**src/rtl/icache_refill_ctrl.sv**
```systemverilog
// Instruction-cache miss/refill sequencer: arbitrates demand misses over
// next-line prefetches, issues one line request to memory with a timeout,
// then writes the returned line into the cache and returns the demand word.
module icache_refill_ctrl #(
  parameter int unsigned CACHE_SIZE = 8192,
  parameter int unsigned CACHE_LINE = 128,
  parameter int unsigned TIMEOUT    = 255,
  localparam int unsigned IW        = $clog2(CACHE_SIZE * 8 / CACHE_LINE),
  localparam int unsigned TGW       = 32 - IW - 2
) (
  input  logic            clk,
  input  logic            rst,
  input  logic            dem_req,
  input  logic [31:0]     dem_addr,
  output logic            dem_ack,
  output logic            dem_done,
  output logic [31:0]     dem_word,
  input  logic            pf_req,
  input  logic [31:0]     pf_addr,
  output logic            pf_ack,
  output logic            mem_req,
  output logic [31:0]     mem_addr,
  input  logic            mem_ready,
  input  logic [127:0]    mem_data_in,
  output logic            fill_we,
  output logic [IW-1:0]   fill_index,
  output logic [TGW-1:0]  fill_tag,
  output logic [127:0]    fill_line,
  output logic            busy,
  output logic            err,
  output logic            err_dem
);

  typedef enum logic [1:0] {StIdle, StReq, StFill} state_e;

  state_e        state_q, state_d;
  logic [31:0]   addr_q, addr_d;
  logic          src_dem_q, src_dem_d;  // 1: demand owns the request, 0: prefetch
  logic [31:0]   timer_q, timer_d;
  logic [127:0]  line_q, line_d;
  logic          merge;

  // State and datapath registers with synchronous reset
  always_ff @(posedge clk) begin
    if (rst) begin
      state_q   <= StIdle;
      addr_q    <= '0;
      src_dem_q <= 1'b0;
      timer_q   <= '0;
      line_q    <= '0;
    end else begin
      state_q   <= state_d;
      addr_q    <= addr_d;
      src_dem_q <= src_dem_d;
      timer_q   <= timer_d;
      line_q    <= line_d;
    end
  end

  // Next-state logic and all outputs
  always_comb begin
    state_d    = state_q;
    addr_d     = addr_q;
    src_dem_d  = src_dem_q;
    timer_d    = timer_q;
    line_d     = line_q;
    dem_ack    = 1'b0;
    dem_done   = 1'b0;
    dem_word   = '0;
    pf_ack     = 1'b0;
    mem_req    = 1'b0;
    mem_addr   = '0;
    fill_we    = 1'b0;
    fill_index = '0;
    fill_tag   = '0;
    fill_line  = '0;
    err        = 1'b0;
    err_dem    = 1'b0;
    merge      = 1'b0;
    busy       = (state_q != StIdle);

    unique case (state_q)
      StIdle: begin
        if (dem_req) begin
          dem_ack   = 1'b1;
          addr_d    = dem_addr;
          src_dem_d = 1'b1;
          timer_d   = '0;
          state_d   = StReq;
        end else if (pf_req) begin
          pf_ack    = 1'b1;
          addr_d    = pf_addr;
          src_dem_d = 1'b0;
          timer_d   = '0;
          state_d   = StReq;
        end
      end
      StReq: begin
        mem_req  = 1'b1;
        mem_addr = {addr_q[31:2], 2'b00};
        timer_d  = timer_q + 32'd1;
        // A demand hitting the line already being prefetched rides along
        merge = !src_dem_q && dem_req && (dem_addr[31:2] == addr_q[31:2]);
        if (merge) begin
          dem_ack     = 1'b1;
          src_dem_d   = 1'b1;
          addr_d[1:0] = dem_addr[1:0];
        end
        if (mem_ready) begin
          line_d  = mem_data_in;
          state_d = StFill;
        end else if ((TIMEOUT != 0) && (timer_q == TIMEOUT - 1)) begin
          err     = 1'b1;
          err_dem = src_dem_d;
          state_d = StIdle;
        end
      end
      StFill: begin
        fill_we    = 1'b1;
        fill_index = addr_q[IW+1:2];
        fill_tag   = addr_q[31:IW+2];
        fill_line  = line_q;
        if (src_dem_q) begin
          dem_done = 1'b1;
          dem_word = line_q[{addr_q[1:0], 5'd0} +: 32];
        end
        state_d = StIdle;
      end
      default: state_d = StIdle;
    endcase

    // Requests seen during reset are not accepted
    if (rst) begin
      dem_ack = 1'b0;
      pf_ack  = 1'b0;
    end
  end

endmodule

```
**config.mk**
```make
export PLATFORM = sky130hd
export DESIGN_NAME = icache_refill_ctrl
export DESIGN_NICKNAME = d
export VERILOG_FILES = /design/src/rtl/icache_refill_ctrl.sv
export SDC_FILE = /design/constraint.sdc
export NUM_CORES = 1
export LEC_CHECK = 0
export BUFFER_PORTS_ARGS = -buffer_cell sky130_fd_sc_hd__buf_2
export CAP_MARGIN = 0
export CORE_AREA = 2 2 164 166
export DETAILED_ROUTE_END_ITERATION = 6
export DIE_AREA = 0 0 166 168
export PLACE_DENSITY_LB_ADDON = 0.25
export SLEW_MARGIN = 20
export SYNTH_ARGS = -nofsm -noshare
export SYNTH_HDL_FRONTEND = slang
export SYNTH_SLANG_ARGS = --single-unit
```
**constraint.sdc**
```tcl
create_clock -name clk -period 2.6 [get_ports clk]
set_clock_uncertainty 0.05 [all_clocks]
set_input_delay 0.26 -clock clk [delete_from_list [all_inputs] [get_ports clk]]
set_output_delay 0.26 -clock clk [all_outputs]
set_load 0.1 [all_outputs]
```
==> results of run 1 <==
[logic make-up after synthesis]
kind of cell	synth area share, %
AND/OR/NAND/NOR	31.7
AO/OA/AOI/OAI	11.3
flip-flops	38.3
buffers and inverters	4.46
multiplexers	11.4
XOR/XNOR	2.58
adder cells (fa/ha/maj)	0.246
other	0.0368
[per-layer routing]
| metal | wire length [um] | part of all wire (%) | GRT usage (%) | vias up |
|---|---|---|---|---|
| met4 | 1050 | 3.0 | 8.47 | 0 |
| met3 | 2340 | 6.7 | 6.18 | 65 |
| li1 | - | - | - | 5068 |
| met2 | 17300 | 49 | 42.1 | 421 |
| met5 | 0 | 0 | 0 | - |
| met1 | 14400 | 41 | 29.3 | 4916 |
[stage by stage]
step                power [mW]  area, um^2  std cells  TNS (ns)  utilization (%)
floorplan                 4.32       10200       1266    -0.343                -
global placement          4.84       13100       1946         0             49.9
detailed placement        4.86       13100       1946         0             49.9
CTS                       7.52       14200       2018         0             53.8
global route              7.79       14300       2020   -0.0210             54.1
finish                    7.45       14300       2020         0             54.1
[power by group through the flow]
stage / logic [mW] / clock network [mW] / registers [mW]
detailed placement: 1.51 / 0 / 3.34
finish: 1.58 / 2.59 / 3.28
global placement: 1.50 / 0 / 3.33
CTS: 1.57 / 2.67 / 3.28
global route: 1.69 / 2.80 / 3.30
floorplan: 1.02 / 0 / 3.29
[worst reg2reg max path, stage by stage (launching register included)]
cell and delay (ns):
dfxtp_1 0.41, ha_1 0.27, and4b_1 0.30, and4_1 0.43
nand2_2 0.16, or4_1 0.42, a21oi_1 0.15
[final cells by class]
class / count / area, um^2
tap: 341 / 427
sequential: 195 / 3910
fill: 2497 / 12100
clock inverter: 12 / 115
multi-input combinational: 957 / 6010
timing repair buffer: 488 / 3320
inverter: 7 / 26.3
clock buffer: 20 / 457
[worst max path at each step]
| stage | from | endpoint | slack (ns) | depth (start not counted) |
|---|---|---|---|---|
| final | timer_q[27]$_SDFFE_PP0P_ | err_dem | 0.06 | 5 |
| after global routing | timer_q[28]$_SDFFE_PP0P_ | err_dem | -0.02 | 5 |
| after global placement | dem_addr[5] | dem_ack | 0.30 | 8 |
| after CTS | addr_q[5]$_SDFFE_PP0P_ | dem_ack | 0.00006 | 7 |
| after floorplan | timer_q[27]$_SDFFE_PP0P_ | err_dem | -0.34 | 4 |
| after detailed placement | dem_addr[5] | dem_ack | 0.30 | 8 |
[flip-flops by register name, indices dropped and copies added (netlist names)]
register	cells
state_q	2
addr_q	32
timer_q	32
src_dem_q	1
line_q	128
[layout by cell type (no fill, tap or decap), types with 3 or more instances in the layout]
cell,netlist,routed
or3_1,5,5
and2_1,189,179
nand3_1,19,17
mux4_2,32,32
o211ai_1,4,4
o21ai_0,4,4
dlygate4sd3_1,0,41
and3_1,36,36
nor3_1,3,3
buf_2,12,390
clkbuf_16,0,17
dfxtp_2,0,7
nand4_1,16,16
nor4_2,0,4
mux2i_1,33,33
inv_1,7,7
nor2_1,59,58
nand2_1,282,281
a211oi_1,31,31
or2_2,7,7
nor4_4,1,3
a21oi_1,148,147
inv_8,0,4
buf_12,0,42
mux2_2,9,9
nand3b_1,4,4
a31oi_1,4,4
and2_2,0,9
xnor2_2,0,7
xnor2_1,30,23
buf_4,3,13
dfxtp_1,195,188
clkinv_4,0,7
[timing repair]
item / in CTS / in global routing
pin swaps: 2 / 4
endpoints found under the hold margin: 40 / 1
endpoints found under the setup margin: 3 / 7
buffers inserted: 0 / 1
gates cloned: 0 / 0
hold buffers: 40 / 1
gates resized for setup: 9 / 17
==> impl_metrics.json, run 1 <==
{
  "dpl.hpwl_um": 24200,
  "num_antenna_cells": 0,
  "end_kind": "primary output",
  "async_flop_share_pct": 0,
  "synth_most_common_cell": "nand2_1",
  "routed_via_density": 5.18,
  "period_share_pct": 97.8,
  "cts_max_level": 4,
  "cts_buffers": 17,
  "tightest_slew_ns": 0.750,
  "synthTopCellsByArea": "dfxtp_1 38%, and2_1 12%, nand2_1 10%",
  "fmax_mhz": 393,
  "r2r_cells": 6,
  "layout_min_cycle_time_ns": 2.54,
  "hp-class": "in -> reg",
  "power.internal_mw": 5.04,
  "ff2ff_setup_slack_ns": 0.35,
  "path_max_fanout": 2,
  "power_frac_seq_pct": 44.0,
  "clock_tree.root_cell": "clkbuf_16",
  "cts.clk_slew.worst_paths_ns": 0.07,
  "drt_iter0_drc": 693,
  "hold_depth": 3,
  "cp.buffers_inverters": 1,
  "synth-seq-cells": 195,
  "wl_um": 35000,
  "clkLatencyLatePin_ns": 0.43,
  "hold_ws_ns": 0.0144,
  "cts_sinks": 195,
  "hold_path_startpoint": "mem_data_in[46]",
  "setup_viol": 0,
  "syn_to_final_growth_pct": 40.1,
  "yosysSeqAreaShare_pct": 38.3,
  "synth_area_leader_cell": "dfxtp_1",
  "placeableCoreArea_um2": 26400,
  "grt_use_total_pct": 24.3,
  "post-place-ws_ns": 0.295,
  "critPathSlowestCell": "or4_4",
  "ys_warn_count": 0,
  "route.detailed.drc": 0,
  "overflow": 0,
  "final_nets": 1865,
  "crit_type": "reg -> out",
  "yosys.area.top_type_share_pct": 38.3,
  "r2r-end": "timer_q[30]$_SDFFE_PP0P_",
  "io_buffers": 424,
  "pwr-share-comb_pct": 21.2,
  "power.switching_mw": 2.41,
  "hold_end": "line_q[46]$_SDFFE_PP0P_",
  "critPathLaunchType": "flip-flop",
  "wl_per_cell_um": 17.3,
  "postRouteAntennaNets": 0,
  "grt_pass1_vias": 10032,
  "crit_chain": "or4_4 -> nor4_4 -> nor3b_4 -> nor2b_4 -> buf_12",
  "grt_antenna_before_repair": 0,
  "netlist_top_cells_count": "282 x nand2_1, 195 x dfxtp_1, 189 x and2_1",
  "clk_path_buf_depth": 2,
  "synth_cell_type_count": 49,
  "finalWorstSetupSlack_ns": 0.0564,
  "grt_pass1_wl_um": 54700,
  "num_rows": 60,
  "cap_violations": 0,
  "switching_share_pct": 32.4,
  "critPathMaxStageDelay_ns": 0.55,
  "slew_violations": 0,
  "status": "finished clean",
  "rsz0062_at_grt": "yes",
  "regToRegStartpoint": "timer_q[0]$_SDFFE_PP0P_",
  "p_leak_nw": 6.39,
  "vdd_ir_drop_max_uv": 338,
  "synthFlopType": "dfxtp_1",
  "synthCells": 1265,
  "die_area_um2": 27900,
  "grt_max_degree": 105,
  "required_ns": 2.29,
  "hold_viol_final": 0,
  "crit_family": "simple AND/OR/NAND/NOR gates",
  "powerDensity_nw_per_um2": 522,
  "slew_headroom_pct": 50.0,
  "initial_core_util_pct": 38.6,
  "syn_area_per_cell_um2": 8.05,
  "syn-cell-area_um2": 10200,
  "die_w_um": 166,
  "crit_arrival_ns": 2.23,
  "ios": 427,
  "vias": 10470,
  "place.gp.congestion": 0.906,
  "drive_gt1_share_pct": 34.2,
  "synth_edf_count": 0,
  "cts_tree": "built",
  "die_y_um": 168,
  "p_clk_share_pct": 34.8,
  "drtPass1Iterations": 5
}
No activity file was read; power rests on OpenSTA's default activity.
==> run 2: changes to the inputs <==
--- a/config.mk
+++ b/config.mk
@@ -5,11 +5,11 @@
 export SDC_FILE = /design/constraint.sdc
 export NUM_CORES = 1
 export LEC_CHECK = 0
-export BUFFER_PORTS_ARGS = -buffer_cell sky130_fd_sc_hd__buf_2
 export CAP_MARGIN = 0
 export CORE_AREA = 2 2 164 166
 export DETAILED_ROUTE_END_ITERATION = 6
 export DIE_AREA = 0 0 166 168
+export DONT_BUFFER_PORTS = 1
 export PLACE_DENSITY_LB_ADDON = 0.25
 export SLEW_MARGIN = 20
 export SYNTH_ARGS = -nofsm -noshare
==> impl_metrics.json, run 2 (synthesis results as in run 1) <==
{
  "r2r-end": "addr_q[1]$_SDFFE_PP0P_",
  "rsz0062_at_grt": "yes",
  "grt_pass1_wl_um": 56500,
  "tightest_slew_ns": 0.646,
  "largest_reg_flops": 128,
  "slew_headroom_pct": 56.9,
  "grt_max_degree": 123,
  "grt_antenna_before_repair": 4,
  "status": "finished clean",
  "vias": 10321,
  "hold_end": "addr_q[26]$_SDFFE_PP0P_",
  "hold_path_startpoint": "pf_addr[26]",
  "ff2ff_setup_slack_ns": 0.12,
  "finalSetupTns_ns": 0,
  "cts_max_level": 4,
  "hold_depth": 2,
  "postRouteAntennaNets": 0,
  "io_buffers": 0,
  "period_share_pct": 97.5,
  "wl_per_cell_um": 18.6,
  "regToRegStartpoint": "addr_q[10]$_SDFFE_PP0P_",
  "dpl.hpwl_um": 23300,
  "crit_arrival_ns": 2.23,
  "overflow": 0,
  "end_kind": "primary output",
  "wl_um": 36300,
  "required_ns": 2.29,
  "drtPass1Iterations": 5,
  "drt_iter0_drc": 763,
  "grt_pass1_vias": 10212,
  "num_rows": 60,
  "clock_tree.root_cell": "clkbuf_16",
  "place.gp.congestion": 0.881,
  "cts_buffers": 17,
  "clkLatencyLatePin_ns": 0.42,
  "place_area_um2": 13000,
  "post-route-util_pct": 58.6,
  "die_y_um": 168,
  "cts.clk_slew.worst_paths_ns": 0.08,
  "vdd_ir_drop_max_uv": 387,
  "syn_to_final_growth_pct": 51.7,
  "cts_sinks": 195,
  "critPathLaunchType": "flip-flop",
  "reg.largest.list": "line_q x128, addr_q x32, timer_q x32",
  "layout_min_cycle_time_ns": 2.54,
  "die_area_um2": 27900,
  "layout_commonest_cell": "nand2_1",
  "setup_viol": 0,
  "drive_gt1_share_pct": 23.2,
  "p_leak_nw": 6.34,
  "grt_use_total_pct": 25.1,
  "die_w_um": 166,
  "hold_viol_final": 0,
  "ios": 427,
  "hp-class": "in -> reg",
  "crit_type": "reg -> out",
  "largest-register": "line_q",
  "placeableCoreArea_um2": 26400,
  "fmax_mhz": 394,
  "final_cell_mix": "281 x nand2_1, 188 x dfxtp_1, 179 x and2_1",
  "cts_tree": "built",
  "clk_path_buf_depth": 2,
  "routed_via_density": 5.27,
  "route.detailed.drc": 0,
  "stdcell_area_um2": 15500,
  "slew_violations": 0,
  "initial_core_util_pct": 38.6,
  "fillers": 2269,
  "cap_violations": 0,
  "path_max_fanout": 5,
  "powerDensity_nw_per_um2": 492,
  "final_nets": 1798,
  "r2r_cells": 7
}
run 2: changes by cell type in the layout (fill, tap and decap cells not counted), moves of 2 or more:
cell and delta:
buf_2 -390, nor4_1 +2, buf_12 +30, diode_2 +4
clkinv_4 -4, xnor2_1 +3, clkbuf_8 -2, buf_4 +163
buf_6 -2, xnor2_2 -4, dlygate4sd3_1 +131, inv_6 +3
run 2: power breakdown:
| part | leakage, nW | internal [mW] | switching, mW |
|---|---|---|---|
| registers | 1.59 | 3.14 | 0.154 |
| logic | 4.46 | 0.674 | 0.935 |
| clock network | 0.289 | 1.38 | 1.32 |
| total | 6.34 | 5.19 | 2.41 |
run 2: per-stage QoR:
stage / std cells / setup slack (ns) / power [mW] / hold slack, ns
finish: 1957 / 0.0646 / 7.60 / 0.0228
global route: 1957 / -0.0339 / 7.91 / 0.0109
CTS: 1953 / 0.0138 / 7.67 / 0.00270
detailed placement: 1748 / 0.340 / 4.68 / 0.314
global placement: 1748 / 0.334 / 4.66 / 0.312
floorplan: 1266 / -0.343 / 4.32 / 0.346
run 2: routing by layer:
metal  vias up  track usage [%]  part of all wire [%]
li1       4944                -                     -
met1      4882             29.8                    39
met2       426             41.6                    49
met3        69             6.93                   7.4
met4         0             13.0                   4.7
met5         -                0                     0
run 2: area by class of cell:
class / count / area [um^2] / area share [%]
Antenna cell: 4 / 10.0 / 0.0648
Clock buffer: 17 / 425 / 2.75
Clock inverter: 15 / 165 / 1.07
Inverter: 7 / 26.3 / 0.170
Multi-Input combinational cell: 957 / 5970 / 38.7
Sequential cell: 195 / 3910 / 25.3
Tap cell: 341 / 427 / 2.76
Timing Repair Buffer: 421 / 4510 / 29.2
run 2: repair_timing:
action | in CTS | in global routing
setup endpoints to repair | 3 | 43
setup buffers | 0 | 0
hold buffers | 173 | 1
pin swaps | 0 | 3
hold endpoints to repair | 194 | 1
gates resized for setup | 4 | 17
run 2: how the worst max path moves through the flow:
stage	startpoint	endpoint	slack, ns	cells after the start
after floorplan	timer_q[27]$_SDFFE_PP0P_	err_dem	-0.34	4
after global placement	addr_q[5]$_SDFFE_PP0P_	dem_ack	0.33	7
after detailed placement	addr_q[5]$_SDFFE_PP0P_	dem_ack	0.34	7
after CTS	timer_q[12]$_SDFFE_PP0P_	err_dem	0.01	6
after global routing	timer_q[27]$_SDFFE_PP0P_	err_dem	-0.03	5
final	timer_q[27]$_SDFFE_PP0P_	err_dem	0.06	5
run 2: worst max-delay path, stage by stage, from the launching register on:
cell,delay (ns)
dfxtp_2,0.34
or4_4,0.55
nor4_4,0.28
nor3b_4,0.26
nor2b_4,0.20
buf_12,0.18
==> run 3: changes to the inputs <==
--- a/config.mk
+++ b/config.mk
@@ -11,6 +11,7 @@
 export DIE_AREA = 0 0 166 168
 export DONT_BUFFER_PORTS = 1
 export PLACE_DENSITY_LB_ADDON = 0.25
+export SETUP_SLACK_MARGIN = 0.15
 export SLEW_MARGIN = 20
 export SYNTH_ARGS = -nofsm -noshare
 export SYNTH_HDL_FRONTEND = slang
==> impl_metrics.json, run 3 (synthesis results as in run 1) <==
{
  "rsz0062_at_grt": "yes",
  "io_buffers": 0,
  "crit_type": "reg -> out",
  "pwr-share-comb_pct": 22.4,
  "status": "finished clean",
  "wl_per_cell_um": 19.9,
  "power_frac_seq_pct": 43.7,
  "path_max_fanout": 2,
  "place.gp.congestion": 0.873,
  "setup_viol": 0,
  "post-route-util_pct": 62.2,
  "grt_use_total_pct": 26.1,
  "r2r_cells": 7,
  "power.internal_mw": 5.11,
  "layout_min_cycle_time_ns": 2.52,
  "vdd_ir_drop_max_uv": 324,
  "regToRegStartpoint": "state_q[0]$_SDFFE_PP0P_",
  "postRouteAntennaNets": 0,
  "wl_um": 39100,
  "grt_max_degree": 116,
  "p_clk_share_pct": 33.9,
  "hp-class": "in -> reg",
  "hold_path_startpoint": "dem_req",
  "fillers": 2111,
  "hold_viol_final": 0,
  "num_rows": 60,
  "powerDensity_nw_per_um2": 459,
  "cts_sinks": 195,
  "ios": 427,
  "placeableCoreArea_um2": 26400,
  "largest_reg_flops": 128,
  "stdcell_area_um2": 16400,
  "route.detailed.drc": 0,
  "tightest_slew_ns": 0.861,
  "largest-register": "line_q",
  "clock_tree.root_cell": "clkbuf_16",
  "grt_pass1_vias": 10563,
  "routed_via_density": 5.34,
  "place_area_um2": 13800,
  "hold_end": "src_dem_q$_SDFFE_PP0P_",
  "r2r-end": "line_q[15]$_SDFFE_PP0P_",
  "required_ns": 2.29,
  "switching_share_pct": 32.1,
  "ff2ff_setup_slack_ns": 0.25,
  "power.switching_mw": 2.42,
  "layout_commonest_cell": "nand2_1",
  "hold_depth": 2,
  "clkLatencyLatePin_ns": 0.43,
  "drtPass1Iterations": 4,
  "die_w_um": 166,
  "initial_core_util_pct": 38.6,
  "slew_headroom_pct": 42.6,
  "vias": 10491,
  "overflow": 0,
  "slew_violations": 0,
  "cts_tree": "built",
  "grt_pass1_wl_um": 57700,
  "die_y_um": 168,
  "drt_iter0_drc": 726,
  "final_nets": 1811,
  "fmax_mhz": 398,
  "final_cell_mix": "281 x nand2_1, 183 x dfxtp_1, 179 x and2_1",
  "grt_antenna_before_repair": 3,
  "critPathLaunchType": "flip-flop",
  "reg.largest.list": "line_q x128, addr_q x32, timer_q x32",
  "cts_buffers": 17,
  "end_kind": "primary output",
  "crit_arrival_ns": 2.21,
  "period_share_pct": 96.7,
  "cts_max_level": 4,
  "p_leak_nw": 6.62,
  "die_area_um2": 27900,
  "cap_violations": 0,
  "syn_to_final_growth_pct": 61.0,
  "clk_path_buf_depth": 2,
  "cts.clk_slew.worst_paths_ns": 0.07,
  "drive_gt1_share_pct": 24.3,
  "dpl.hpwl_um": 24500
}
run 3: changes by cell type in the layout (fill, tap and decap cells not counted), sizes merged:
cell,before,now
and2,189,190
buf,249,256
bufinv,1,0
clkbuf,17,20
clkinv,5,6
clkinvlp,1,0
diode,4,1
dlygate4sd3,172,174
inv,15,14
run 3: final cells by class:
class	count	area, um^2	share of cell area [%]
well taps	341	427	2.60
flip-flops and latches	195	3920	23.9
inverters	7	28.8	0.176
multi-input cells	958	6030	36.8
clock buffers	17	425	2.59
diodes	1	2.50	0.0153
repair buffers	433	5450	33.2
clock inverters	13	119	0.725
run 3: what timing repair did:
item | CTS | global route
setup buffers | 2 | 3
gates resized for setup | 23 | 22
endpoints found under the setup margin | 23 | 42
pin swaps | 8 | 3
endpoints found under the hold margin | 194 | 0
cloned | 0 | 4
hold buffers | 175 | 0
run 3: through the flow:
stage / setup WS [ns] / power [mW] / std cells / TNS (ns) / hold slack [ns]
after global routing: -0.000255 / 7.82 / 1965 / -0.000255 / 0.115
after floorplan: -0.343 / 4.32 / 1266 / -0.343 / 0.346
after global placement: 0.414 / 4.67 / 1750 / 0 / 0.295
after detailed placement: 0.360 / 4.69 / 1750 / 0 / 0.301
final: 0.0849 / 7.52 / 1965 / 0 / 0.120
after CTS: 0.0726 / 7.51 / 1957 / 0 / 0.0605
run 3: worst max path at each step:
stage / startpoint / endpoint / cells past startpoint
6_report: timer_q[27]$_SDFFE_PP0P_ / err_dem / 5
5_1_grt: timer_q[27]$_SDFFE_PP0P_ / err_dem / 5
4_1_cts: timer_q[27]$_SDFFE_PP0P_ / err_dem / 5
3_5_place_dp: state_q[0]$_SDFFE_PP0P_ / line_q[75]$_SDFFE_PP0P_ / 6
3_3_place_gp: timer_q[20]$_SDFFE_PP0P_ / err_dem / 6
2_1_floorplan: timer_q[27]$_SDFFE_PP0P_ / err_dem / 4
run 3: routing by layer:
metal	up-vias	routed length, um	track usage [%]
li1	4951	-	-
met1	5031	15000	29.4
met2	447	19600	45.9
met3	62	3270	8.06
met4	0	1270	10.9
met5	-	0	0
run 3: worst max-delay path, cell delays in order, from the launching register on:
cell and delay (ns):
dfxtp_2 0.32, or4_4 0.55, nor4_4 0.27, nor3b_4 0.25
nor2b_4 0.21, buf_12 0.18
run 3: power by group through the flow:
stage                     logic (mW)  clock network, mW  registers (mW)
after floorplan                 1.03                  0            3.29
after global placement          1.34                  0            3.34
after detailed placement        1.35                  0            3.34
after CTS                       1.63               2.60            3.28
after global routing            1.79               2.73            3.30
final                           1.69               2.55            3.28
